### config.mk
export PLATFORM = sky130hd
export DESIGN_NAME = mem8_target
export DESIGN_NICKNAME = d
export VERILOG_FILES = /design/src/rtl/mem8_target.sv
export SDC_FILE = /design/constraint.sdc
export NUM_CORES = 1
export LEC_CHECK = 0
export BUFFER_PORTS_ARGS = -buffer_cell sky130_fd_sc_hd__buf_2
export CORE_MARGIN = 8
export CORE_UTILIZATION = 55
export DETAILED_ROUTE_END_ITERATION = 8
export PLACE_DENSITY = 0.93
export SLEW_MARGIN = 20
export SYNTH_ARGS = -nofsm -noshare
export SYNTH_HDL_FRONTEND = slang
export SYNTH_SLANG_ARGS = --single-unit
### constraint.sdc
create_clock -name clk -period 3.7 [get_ports clk]
set_input_delay 0.74 -clock clk [delete_from_list [all_inputs] [get_ports clk]]
set_output_delay 0.74 -clock clk [all_outputs]
set_load 0.03 [all_outputs]
### src/rtl/mem8_target.sv
// Bus-to-8-bit asynchronous memory bridge: splits a 16-bit request into one or
// two byte accesses with SETUP / STROBE / HOLD phases, then pulses compl.
module mem8_target #(
   parameter int AW   = 20,
   parameter int WAIT = 3
) (
   input  logic          clk,
   input  logic          rst_n,
   input  logic [31:0]   addr,
   input  logic [15:0]   wdata,
   input  logic          wr_en,
   input  logic [1:0]    bytesel,
   output logic [15:0]   rdata,
   output logic          compl,
   output logic [AW-1:0] m_addr,
   output logic [7:0]    m_dout,
   input  logic [7:0]    m_din,
   output logic          m_doe,
   output logic          m_ce_n,
   output logic          m_oe_n,
   output logic          m_we_n
);

   typedef enum logic [2:0] {IDLE, SETUP, STROBE, HOLD, COMPL} state_t;

   localparam logic [3:0] WAIT_M1 = 4'(WAIT - 1);

   state_t         state, state_nxt;
   logic           byte_q, byte_nxt;
   logic [3:0]     cnt, cnt_nxt;
   logic [AW-1:1]  addr_q;
   logic [15:0]    wdata_q;
   logic           wr_q;
   logic [1:0]     sel_q;

   logic           accept;
   logic [AW-1:1]  src_addr;
   logic [15:0]    src_wdata;
   logic           src_wr;
   logic           active_nxt;
   logic           ce_n_nxt, oe_n_nxt, we_n_nxt, doe_nxt;
   logic [AW-1:0]  m_addr_nxt;
   logic [7:0]     m_dout_nxt;
   logic           last_strobe;

   logic unused_addr_bits;
   assign unused_addr_bits = ^{addr[31:AW], addr[0]};

   assign accept      = (state == IDLE) && (bytesel != 2'b00);
   assign last_strobe = (state == STROBE) && (cnt == 4'd0);

   // Pin values for the first access come straight from the bus at accept;
   // later accesses use the latched copy.
   always_comb begin
      src_addr  = accept ? addr[AW-1:1] : addr_q;
      src_wdata = accept ? wdata        : wdata_q;
      src_wr    = accept ? wr_en        : wr_q;
   end

   // NOTE: every signal driven here gets a default first so no path leaves it
   // unassigned, which would otherwise infer a latch.
   always_comb begin
      state_nxt = state;
      byte_nxt  = byte_q;
      cnt_nxt   = cnt;
      case (state)
         IDLE: begin
            if (accept) begin
               state_nxt = SETUP;
               byte_nxt  = ~bytesel[0];
            end
         end
         SETUP: begin
            state_nxt = STROBE;
            cnt_nxt   = WAIT_M1;
         end
         STROBE: begin
            if (cnt == 4'd0) state_nxt = HOLD;
            else             cnt_nxt   = cnt - 4'd1;
         end
         HOLD: begin
            if (!byte_q && sel_q == 2'b11) begin
               state_nxt = SETUP;
               byte_nxt  = 1'b1;
            end else begin
               state_nxt = COMPL;
            end
         end
         COMPL:   state_nxt = IDLE;
         default: state_nxt = IDLE;
      endcase
   end

   // Pins are registered, so they are derived from the state being entered.
   always_comb begin
      active_nxt = (state_nxt == SETUP) || (state_nxt == STROBE) || (state_nxt == HOLD);
      ce_n_nxt   = ~active_nxt;
      oe_n_nxt   = ~((state_nxt == STROBE) && !src_wr);
      we_n_nxt   = ~((state_nxt == STROBE) &&  src_wr);
      doe_nxt    = active_nxt && src_wr;
      m_addr_nxt = m_addr;
      m_dout_nxt = m_dout;
      if (state_nxt == SETUP) begin
         m_addr_nxt = {src_addr, byte_nxt};
         m_dout_nxt = byte_nxt ? src_wdata[15:8] : src_wdata[7:0];
      end
   end

   // NOTE: sequential state uses non-blocking assignments so every register
   // samples pre-edge values regardless of statement order.
   always_ff @(posedge clk or negedge rst_n) begin
      if (!rst_n) begin
         state   <= IDLE;
         byte_q  <= 1'b0;
         cnt     <= 4'd0;
         addr_q  <= '0;
         wdata_q <= 16'd0;
         wr_q    <= 1'b0;
         sel_q   <= 2'b00;
      end else begin
         state  <= state_nxt;
         byte_q <= byte_nxt;
         cnt    <= cnt_nxt;
         if (accept) begin
            addr_q  <= addr[AW-1:1];
            wdata_q <= wdata;
            wr_q    <= wr_en;
            sel_q   <= bytesel;
         end
      end
   end

   always_ff @(posedge clk or negedge rst_n) begin
      if (!rst_n) begin
         rdata  <= 16'd0;
         compl  <= 1'b0;
         m_addr <= '0;
         m_dout <= 8'd0;
         m_doe  <= 1'b0;
         m_ce_n <= 1'b1;
         m_oe_n <= 1'b1;
         m_we_n <= 1'b1;
      end else begin
         compl  <= (state_nxt == COMPL);
         m_addr <= m_addr_nxt;
         m_dout <= m_dout_nxt;
         m_doe  <= doe_nxt;
         m_ce_n <= ce_n_nxt;
         m_oe_n <= oe_n_nxt;
         m_we_n <= we_n_nxt;
         if (accept) begin
            rdata <= 16'd0;
         end else if (last_strobe && !wr_q) begin
            if (byte_q) rdata[15:8] <= m_din;
            else        rdata[7:0]  <= m_din;
         end
      end
   end

endmodule

### Word level (Yosys, flattened, before mapping)

Index checks and enable logic that the tools add are counted.

* flip-flop bits (word level): 95
* input port bits: 61
* output and inout bits: 49
* word-level logic and storage cells: 69

* add/subtract/negate cells: 1
* equality and inequality tests: 10
* muxes and demuxes: 17
* bitwise logic cells: 4
* reduce and logical (&&, ||, !) cells: 21

Operators with widths (count)
* two-way mux 16 bit: 3
* two-way mux 8 bit: 3
* two-way mux 19 bit: 1
* equality test 3 x 2 -> 1 bit, second input constant: 4
* case mux 3 bit (4 select lines): 1
* two-way mux 3 bit: 3
* case mux 4 bit (2 select lines): 1
* nonzero test 2 bit: 4
* logical AND 1 bit: 7
* equality test 3 x 1 -> 1 bit, second input constant: 2
* AND reduction 2 bit: 3
* logical NOT 4 bit: 1
* two-way mux 4 bit: 1
* NOT 1 bit: 4
* subtractor 4 x 1 -> 4 bit, second input constant: 1
* equality test 3 bit, second input constant: 1
* logical NOT 1 bit: 3
* logical NOT 3 bit: 1
* two-way mux 1 bit: 3
* equality test 2 bit, second input constant: 1
* logical OR 1 bit: 2
* inequality test 2 x 1 -> 1 bit, second input constant: 1
* inequality test 2 bit, second input constant: 1
* case mux 1 bit (2 select lines): 1

### Longest topological paths before layout

* depth in word-level cells: 8
* mapped depth: 8
* mapped depth without buffers: 6

### Worst setup path before layout

Ideal clock, no wire load.

* kind: input -> register
* from: input bytesel[1]
* to: register m_dout[0]
* setup time: 0.096 ns
* data arrival time: 2.152 ns
* data required time: 3.604 ns
* slack: 1.452 ns
* stages: 7
* cell sequence: or2_2 -> clkbuf_1 -> clkbuf_1 -> a22oi_1 -> buf_2 -> nand2_1 -> o31ai_1

* word-level cells in the longest chain between the ends: 5
* elaborated cells between the ends (all ways): 9
* those cells by class: 1 x eq/ne; 6 x mux; 2 x reduce/logical

Ends and longest elaborated chain
* from (decl): RTL line 12 `input logic [1:0] bytesel,`
* nonzero test 2 bit (*): RTL line 49 `assign accept = (state == IDLE) && (bytesel != 2'b00);`
* logical AND 1 bit (*): RTL line 49
* two-way mux 3 bit / two-way mux 1 bit (equally long branches): RTL line 68 `if (accept) begin`
* case mux 3 bit (4 select lines) / case mux 1 bit (2 select lines) (equally long branches): RTL line 66 `case (state)`
* equality test 3 x 1 -> 1 bit / two-way mux 8 bit (equally long branches): RTL line 103, 105
* to (signal assigned): RTL line 146 `m_dout <= m_dout_nxt;`
* to (decl): RTL line 16 `output logic [7:0] m_dout,`

Mark *: on every way between the ends. The rest lies on a longest branch, timed or not.
A chain may end at the register's enable or synchronous reset.

### Worst setup path in the final report

* from: register state[0]
* to: register m_we_n

* elaborated cells between the ends (all ways): 12
* those cells by class: 4 x eq/ne; 4 x mux; 1 x bitwise; 3 x reduce/logical

RTL lines
* from (decl): RTL line 28 `state_t state, state_nxt;`
* from (signal assigned): RTL line 121 `state <= state_nxt;`
* logical NOT 3 bit: RTL line 49
* logical AND 1 bit: RTL line 49
* two-way mux 1 bit
* named net src_wr: RTL line 39 `logic src_wr;`
* logical AND 1 bit: RTL line 99 `we_n_nxt = ~((state_nxt == STROBE) && src_wr);`
* NOT 1 bit: RTL line 99
* named net we_n_nxt: RTL line 41 `logic ce_n_nxt, oe_n_nxt, we_n_nxt, doe_nxt;`
* to (signal assigned): RTL line 150 `m_we_n <= we_n_nxt;`
* to (decl): RTL line 21 `output logic m_we_n`

The timed path passes the listed nets, and every way through them passes these cells.

==> results.yml <==
timing:
  hold_viol_final: 0
  rsz0062_at_grt: "false"
  setup_viol: 0
  worst_pin_slew_ns: 0.957
  fin_skew_ns: 0.0124
  drv_slew: 0
  fin_crit_ns: 2.65
  setup_tns_ns: 0
  fmax_ghz: 0.377
  relSlewSlack: 0.362
  final.period_utilization: 0.717
finish:
  ff_latch_area_um2: 2380
  fin_cells: 517
  fin_util: 0.664
  fin_nets: 475
  multi_input_area_um2: 1500
  drive_gt1_frac: 0.393
  fillers: 555
  stdcell_area_um2: 4760
  area_growth_pct: 18.1
worst_hold_path:
  hold_path_class: "in2async"
floorplanning:
  core_um2: 7180
  initial_utilization: 0.562
  dieArea_um2: 10300
  die_height_um: 102
  io_pins: 110
  num_rows: 31
  die_w_um: 102
clocking:
  postCtsSetupBuffers: 0
  clk_latency_ns: 0.35
  cts-root-buf: "clkbuf_8"
  holdBufCountCts: 0
  ctsResizeCount: 0
  cts.sinks: 95
  cts_tree: "built"
  cts.path.max_buffers: 2
  htreeDepth: 3
  cts_buffers: 9
  clk_pin_slew_ns: 0.09
power_and_ir_drop:
  ir_drop_uv: 676
  p_leak_nw: 2.40
  power.density_nw_per_um2: 990
setup_path:
  crit_fanout: 21
  endpoint_kind: "flop"
  crit_type: "reg2reg"
  worst-path-buf-inv: 3
  cp-start-kind: "flop"
  cpPeakStageDelay_ns: 0.78
  crit_top_cell: "buf_4"
  required_ns: 4.00
  crit_chain: "nor3_1 > buf_4 > and2_1 > buf_4 > mux2i_1 > inv_1 > nand3_1"
  crit_slowest_cell: "and2_1"
  critPathTopFamily: "simple AND/OR/NAND/NOR gates"
  cp_data_arrival_time_ns: 2.95
drt:
  antenna_left: 0
  routed_wirelength_um: 9100
  drtIter0Drc: 115
  wl_per_cell_um: 17.6
  drcViolationCount: 0
  vias: 2882
  first_pass_iters: 4
  routed_via_density: 5.57
placement:
  placed_cells: 500
  placed_area_um2: 4580
  hpwl_um: 6650
  io_buffer_count: 96
  gp_congestion: 0.776
grt:
  grt_use_met2: 0.280
  grtUsageMet1: 0.235
  antenna_found_initial: 0
  grt_max_degree: 64
  grt_pass1_wl_um: 14800
  grt.busiest_layer: "met2"
  grt_use_met3: 0.0694
  grt_remaining_overflow: 0
  grt.total_usage: 0.184
  grt_pass1_vias: 2949
yosys:
  synth_edf_count: 0
  yosysTopAreaCellShare: 0.571
  ys_seq_elements: 95
  ys_top_cells_by_area: "dfrtp_1 57%, mux2_2 11%, mux2i_1 4.2%"
  async_flop_share: 1.00
  ys_seq_area_frac: 0.591
  synth-xor-area-share: 0.00217
  synth_top_family_by_area: "multiplexers"
  synthDistinctLibCells: 44
  ys.flop_type: "dfrtp_1"
  syn-num-nets: 383
  netlist_instances: 320
  synth_common_cells: "92 x dfrtp_1, 38 x mux2_2, 23 x nand2_1"
  synthSimpleGateAreaFrac: 0.0987
  yosys_warnings: 0
  yosysTopAreaCell: "dfrtp_1"
  yosysMostFrequentCell: "dfrtp_1"
  synthMuxAreaShare: 0.148
  syn-cell-area_um2: 4030
  synthAdderAreaFrac: 0.00621
  synth_compound_area_frac: 0.115
  syn_area_per_cell_um2: 12.6
status:
  status: "complete, no violations"
job:
  drv_cap: 0
==> path summary, 6_finish.rpt <==
path	start	endpoint	slack (ns)	cells after the start
max in group asynchronous	rst_n	addr_q[3]$_DFF_PN0_	2.50	2
max reg2reg	state[0]$_DFF_PN0_	m_we_n$_DFF_PN1_	1.05	7
min reg2reg	m_dout[3]$_DFFE_PN0N_	m_dout[3]$_DFFE_PN0N_	0.48	2
max	state[0]$_DFF_PN0_	m_we_n$_DFF_PN1_	1.05	7
min in group clk	m_dout[3]$_DFFE_PN0N_	m_dout[3]$_DFFE_PN0N_	0.48	2
min	rst_n	m_dout[4]$_DFFE_PN0N_	0.46	1
==> per-layer routing <==
layer | share of wire | routed length, um
met1 | 0.43 | 3900
met2 | 0.46 | 4170
met3 | 0.10 | 947
met4 | 0.0086 | 78
met5 | 0 | 0
==> area by class of cell <==
cell class / instances / area share
flip-flops and latches: 95 / 0.500
multi-input cells: 190 / 0.314
repair buffers: 103 / 0.112
clock buffers: 11 / 0.0297
well taps: 99 / 0.0260
inverters: 13 / 0.0102
clock inverters: 5 / 0.00709
diodes: 1 / 0.000525
==> metrics by stage <==
stage          hold slack (ns)  worst slack (ns)  power (mW)
6_report                 0.459              1.05        4.71
5_1_grt                  0.500             0.835        5.03
4_1_cts                  0.483              1.02        4.75
3_5_place_dp             0.462             0.829        4.14
3_3_place_gp             0.453             0.902        4.00
2_1_floorplan            0.444              1.45        3.52
==> worst reg2reg max path: cells and delay by family (launching register included) <==
family                 cells  cell delay (ns)
buffers and inverters      3             0.67
muxes                      1             0.28
DFF                        1             0.54
and+or+nand+nor            3             1.12
==> power breakdown <==
| group | internal [mW] | total (mW) | switching, mW |
|---|---|---|---|
| Clock | 0.262 | 0.605 | 0.344 |
| Combinational | 0.914 | 2.29 | 1.38 |
| Sequential | 1.54 | 1.81 | 0.277 |
==> kinds of logic (layout without fill, tap and decap cells) <==
| family | after synthesis | count (layout) |
|---|---|---|
| mux | 55 | 55 |
| xor+xnor | 1 | 1 |
| buf+inv | 35 | 132 |
| other cells | 0 | 1 |
| simple gates | 73 | 73 |
| flops | 95 | 95 |
| fa+ha+maj | 2 | 2 |
| compound gates | 59 | 59 |
==> state kept, by name (all words and copies together), names as in the netlist <==
signal and flops:
m_oe_n 1, wr_q 1, byte_q 1, m_addr 20
state 3, m_dout 8, m_doe 1, addr_q 19
m_ce_n 1, cnt 4, compl 1, sel_q 2
m_we_n 1, rdata 16, wdata_q 16
==> placed cells by master (no fill, tap or decap), types with 2 or more instances in the layout <==
cell type	synthesis	layout
nor2b_1	2	2
nand2_1	23	23
dfstp_2	3	3
buf_2	9	95
a32oi_1	3	3
ha_1	2	2
a21o_1	16	16
o21ai_0	4	4
and3_1	17	17
and3b_1	2	2
o31ai_1	8	8
mux2_2	38	38
nand3_1	3	3
nor2_1	12	12
dfrtp_1	92	92
nor3_1	3	3
clkbuf_8	0	10
a221oi_1	8	8
a21oi_1	3	3
clkinv_2	0	2
a22o_1	2	2
inv_1	13	13
buf_4	1	8
clkinvlp_4	0	2
a2111oi_0	8	8
a22oi_1	2	2
mux2i_1	17	17
or3b_1	2	2
Power figures use the tool's default switching activity.
